===== src/rtl/mem_port_arbiter.sv =====
// Two-master round-robin arbiter for the shared data-memory port, with bounded burst ownership.
// Optional contention counter on stat_conflicts when ARB_STATS_EN is defined.
module mem_port_arbiter #(
    parameter int unsigned AW        = 16,
    parameter int unsigned DW        = 16,
    parameter int unsigned MAX_BURST = 4
) (
    input  logic          clk,
    input  logic          rst_n,
    input  logic          m0_req,
    input  logic [AW-1:0] m0_addr,
    input  logic [DW-1:0] m0_wdata,
    input  logic          m0_we,
    output logic          m0_gnt,
    input  logic          m1_req,
    input  logic [AW-1:0] m1_addr,
    input  logic [DW-1:0] m1_wdata,
    input  logic          m1_we,
    output logic          m1_gnt,
    output logic [DW-1:0] rdata,
    output logic [AW-1:0] mem_addr,
    output logic [DW-1:0] mem_wdata,
    output logic          mem_we,
    input  logic [DW-1:0] mem_rdata
`ifdef ARB_STATS_EN
    ,
    output logic [15:0]   stat_conflicts
`endif
);

    localparam int unsigned CW = (MAX_BURST > 1) ? $clog2(MAX_BURST) : 1;
    localparam logic [CW-1:0] BurstLast = CW'(MAX_BURST - 1);

    typedef enum logic [1:0] {
        StIdle,
        StOwn0,
        StOwn1
    } state_e;

    state_e        state_q, state_d;
    logic [CW-1:0] burst_q, burst_d;
    logic          last_q, last_d;

    always_ff @(posedge clk) begin
        if (!rst_n) begin
            state_q <= StIdle;
            burst_q <= '0;
            last_q  <= 1'b1;
        end else begin
            state_q <= state_d;
            burst_q <= burst_d;
            last_q  <= last_d;
        end
    end

    always_comb begin
        state_d = state_q;
        burst_d = burst_q;
        last_d  = last_q;
        case (state_q)
            StIdle: begin
                burst_d = '0;
                if (m0_req && m1_req) begin
                    // last_q names the previous owner; the other master wins the tie
                    state_d = last_q ? StOwn0 : StOwn1;
                end else if (m0_req) begin
                    state_d = StOwn0;
                end else if (m1_req) begin
                    state_d = StOwn1;
                end
            end
            StOwn0: begin
                if (!m0_req || (m1_req && burst_q == BurstLast)) begin
                    state_d = m1_req ? StOwn1 : StIdle;
                    burst_d = '0;
                    last_d  = 1'b0;
                end else if (burst_q != BurstLast) begin
                    burst_d = burst_q + CW'(1);
                end
            end
            StOwn1: begin
                if (!m1_req || (m0_req && burst_q == BurstLast)) begin
                    state_d = m0_req ? StOwn0 : StIdle;
                    burst_d = '0;
                    last_d  = 1'b1;
                end else if (burst_q != BurstLast) begin
                    burst_d = burst_q + CW'(1);
                end
            end
            default: begin
                state_d = StIdle;
                burst_d = '0;
            end
        endcase
    end

    assign m0_gnt = (state_q == StOwn0);
    assign m1_gnt = (state_q == StOwn1);
    assign rdata  = mem_rdata;

    // mem_we is gated by rst_n so the reset cycle never commits a write
    always_comb begin
        mem_addr  = '0;
        mem_wdata = '0;
        mem_we    = 1'b0;
        case (state_q)
            StOwn0: begin
                mem_addr  = m0_addr;
                mem_wdata = m0_wdata;
                mem_we    = m0_we & m0_req & rst_n;
            end
            StOwn1: begin
                mem_addr  = m1_addr;
                mem_wdata = m1_wdata;
                mem_we    = m1_we & m1_req & rst_n;
            end
            default: begin
                mem_addr  = '0;
                mem_wdata = '0;
                mem_we    = 1'b0;
            end
        endcase
    end

`ifdef ARB_STATS_EN
    logic [15:0] conflicts_q, conflicts_d;
    logic        conflict;

    assign conflict = (state_q == StOwn0 && m1_req) || (state_q == StOwn1 && m0_req);

    always_comb begin
        conflicts_d = conflicts_q;
        if (conflict && conflicts_q != 16'hFFFF) begin
            conflicts_d = conflicts_q + 16'd1;
        end
    end

    always_ff @(posedge clk) begin
        if (!rst_n) begin
            conflicts_q <= '0;
        end else begin
            conflicts_q <= conflicts_d;
        end
    end

    assign stat_conflicts = conflicts_q;
`endif

endmodule

===== config.mk =====
export PLATFORM = sky130hd
export DESIGN_NAME = mem_port_arbiter
export DESIGN_NICKNAME = d
export VERILOG_FILES = /design/src/rtl/mem_port_arbiter.sv
export SDC_FILE = /design/constraint.sdc
export NUM_CORES = 1
export LEC_CHECK = 0
export ABC_AREA = 1
export CAP_MARGIN = 20
export CORE_MARGIN = 2
export CORE_UTILIZATION = 26
export DETAILED_ROUTE_END_ITERATION = 10
export GPL_TIMING_DRIVEN = 0
export PLACE_DENSITY = 0.94
export SYNTH_ARGS = -nofsm -noshare
export SYNTH_HDL_FRONTEND = slang
export SYNTH_SLANG_ARGS = --single-unit

===== constraint.sdc =====
create_clock -name clk -period 4.35 [get_ports clk]
set_clock_uncertainty 0.2 [all_clocks]
set_input_delay 0.87 -clock clk [delete_from_list [all_inputs] [get_ports clk]]
set_output_delay 0.87 -clock clk [all_outputs]
set_load 0.05 [all_outputs]

==> metrics <==
most area-consuming cells after synthesis=nand2_1, a21oi_1, buf_4; # IOs=roughly 140; top cells by count, synth=nand2_1, a21oi_1, buf_4, inv_1, nor2_1; CP Data Arrival Time=~2700 ps; remaining antenna violation count after routing=0; crit path max fanout=6; CTS sink cnt=5; endpoint class of the critical path=output pin; mean post-synth cell area=5.143 um2; Pre-antenna DRT Iters=6; Fin Setup TNS=0 ps; post-synthesis cell count=181; max_cap viols=0; routability congestion estimate=between 0.8 and 0.9; CTS Root Cell=clkbuf_4; initial antenna violation count=0; routed vias=approximately 1,500; DRT iter0 DRCs=45; synth warn=0; num rows=21; dominant synthesized flop cell=dfxtp_1; cts hold-fix bufs=0; CTS buffer count=3; area of the multi-input gates=610.6 um2; required time of the critical path=~3300 ps; crit path time final=about 3700 ps; largest net degree at the start of global routing=11; Syn-to-layout area delta=138.0%; Final #Nets=just under 400; GRT Overall Usage=0.1889; clock latency at the later pin of the worst-skew pair=between 200 and 250 ps; H-tree level count=1; Seq. cell area=100.1 um2; I/O Buffers=120; part of the cycle the worst path needs=0.8572; Post-synth ARST share=0; Core Region=about 3400 um2; clk slew on worst S/H paths=roughly 40 ps; Finished Layout Cells=between 300 and 400; WL final=a little over 4000 um; DRC=0; initial core utilization=0.2746; Pwr Density=260.3 nW/um2; Synth area leader=nand2_1; # Post-CTS Setup Buffers=0; Max IR drop VDD=about 0.15 mV; Die ar.=4075 um2; status=finished, final reports clean; post-synthesis sequential area ratio=0.1075; max-slew violation count=0; max_slew headroom=0.6451; cell area after layout=2216 um2; fill count=301; cts repair resizes=0; RSZ-0062 raised after global routing=no; Chip Width=about 64 um; CTS tree=yes; DIE HEIGHT=between 60 and 70 um; # diodes=0; critical path class=in2out; flops & latches, synth=5; Mapped Area=about 930 um2; synthesized net count=271; total global routing overflow=0; Worst-Margin Slew=between 500 and 600 ps; share of the synthesized area in the top cell type=0.3226; vias in the first global route=~1,300; nature of the critical path startpoint=primary input; Post-synth EDFFs=0; # setup viols final=0; Leakage=0.0008625 uW; global-route wire length before repair=about 6300 um; Max Root-Sink Buffers=2; Cell variety after synth=15; Min Hold Slack=approximately 250 ps; Post-DP HPWL=3463 um; via/cell ratio=4.291; worst hold path type=reg2reg; count leader, synth=nand2_1; Hold Fails Final Rpt=0; Placed Area=roughly 2200 um2; placed cell count=around 350; wire length per cell=11.81 um; share of cells above drive strength 1=0.09508; Peak Freq=268.2 MHz
==> cells in the final DEF (no fill, tap or decap) <==
cell | Yosys | routed
dfxtp_1 | 5 | 5
a32oi_1 | 1 | 1
nor2_1 | 9 | 9
nand2_1 | 80 | 80
ha_1 | 4 | 4
nand4_1 | 2 | 2
nor3_1 | 1 | 1
a21oi_1 | 36 | 36
clkbuf_1 | 0 | 1
clkbuf_4 | 0 | 3
buf_2 | 8 | 8
inv_1 | 13 | 13
buf_4 | 16 | 16
buf_1 | 3 | 3
nand2_2 | 1 | 1
o21ai_2 | 1 | 1
nand3_1 | 1 | 1
clkdlybuf4s50_1 | 0 | 120
==> flip-flops by register name, indices dropped and copies added (netlist names) <==
signal and cells:
burst_q 2, last_q 1, state_q 2
==> worst paths after layout <==
| kind | from | to | slack, ps | depth (start not counted) |
|---|---|---|---|---|
| hold reg to reg | last_q | last_q | 250 | 2 |
| hold / removal | last_q | last_q | 250 | 2 |
| setup reg to reg | state_q[0] | state_q[0] | 2660 | 10 |
| setup / recovery | m1_req | mem_we | 620 | 6 |
==> power by group <==
part / switching, uW / leakage [uW] / internal [uW]
sequential: 4.14 / 0.0000408 / 51.6
combinational: 290 / 0.000807 / 177
clock: 19.1 / 0.0000150 / 34.7
==> per-stage QoR <==
stage / util / setup WS, ps / power (uW)
floorplan: - / 953.4 / 349.5
global route: 0.6537 / 543.8 / 616.9
detailed placement: 0.6460 / 637.7 / 524.8
global placement: 0.6460 / 640.1 / 520.3
CTS: 0.6537 / 605.7 / 582.2
finish: 0.6537 / 621.2 / 576.7
==> critical path, stage by stage <==
cell	delay, ps
clkdlybuf4s50_1	580
nand2_1	100
inv_1	70
a32oi_1	40
nor3_1	160
clkdlybuf4s50_1	830
==> metal layers <==
layer | vias up | GRT usage | routed length, um
met4 | 0 | 0.05707 | 37
met3 | 4 | 0.03345 | 368
met5 | - | 0 | 0
met2 | 71 | 0.3724 | 2123
li1 | 799 | - | -
met1 | 632 | 0.1989 | 1615
==> kinds of logic after synthesis <==
group           after synthesis  synth area share
compound gates               38            0.2124
simple gates                 94            0.3898
flops                         5            0.1075
buf+inv                      40            0.2366
fa+ha+maj                     4           0.05377
==> area by class of cell <==
class	count	share of cell area
inverter	13	0.02202
sequential	5	0.04517
timing repair buffer	120	0.5421
clock buffer	4	0.01186
tap	46	0.02597
buffer	27	0.07736
multi-input combinational	136	0.2756
No activity file was read; power rests on OpenSTA's default activity.
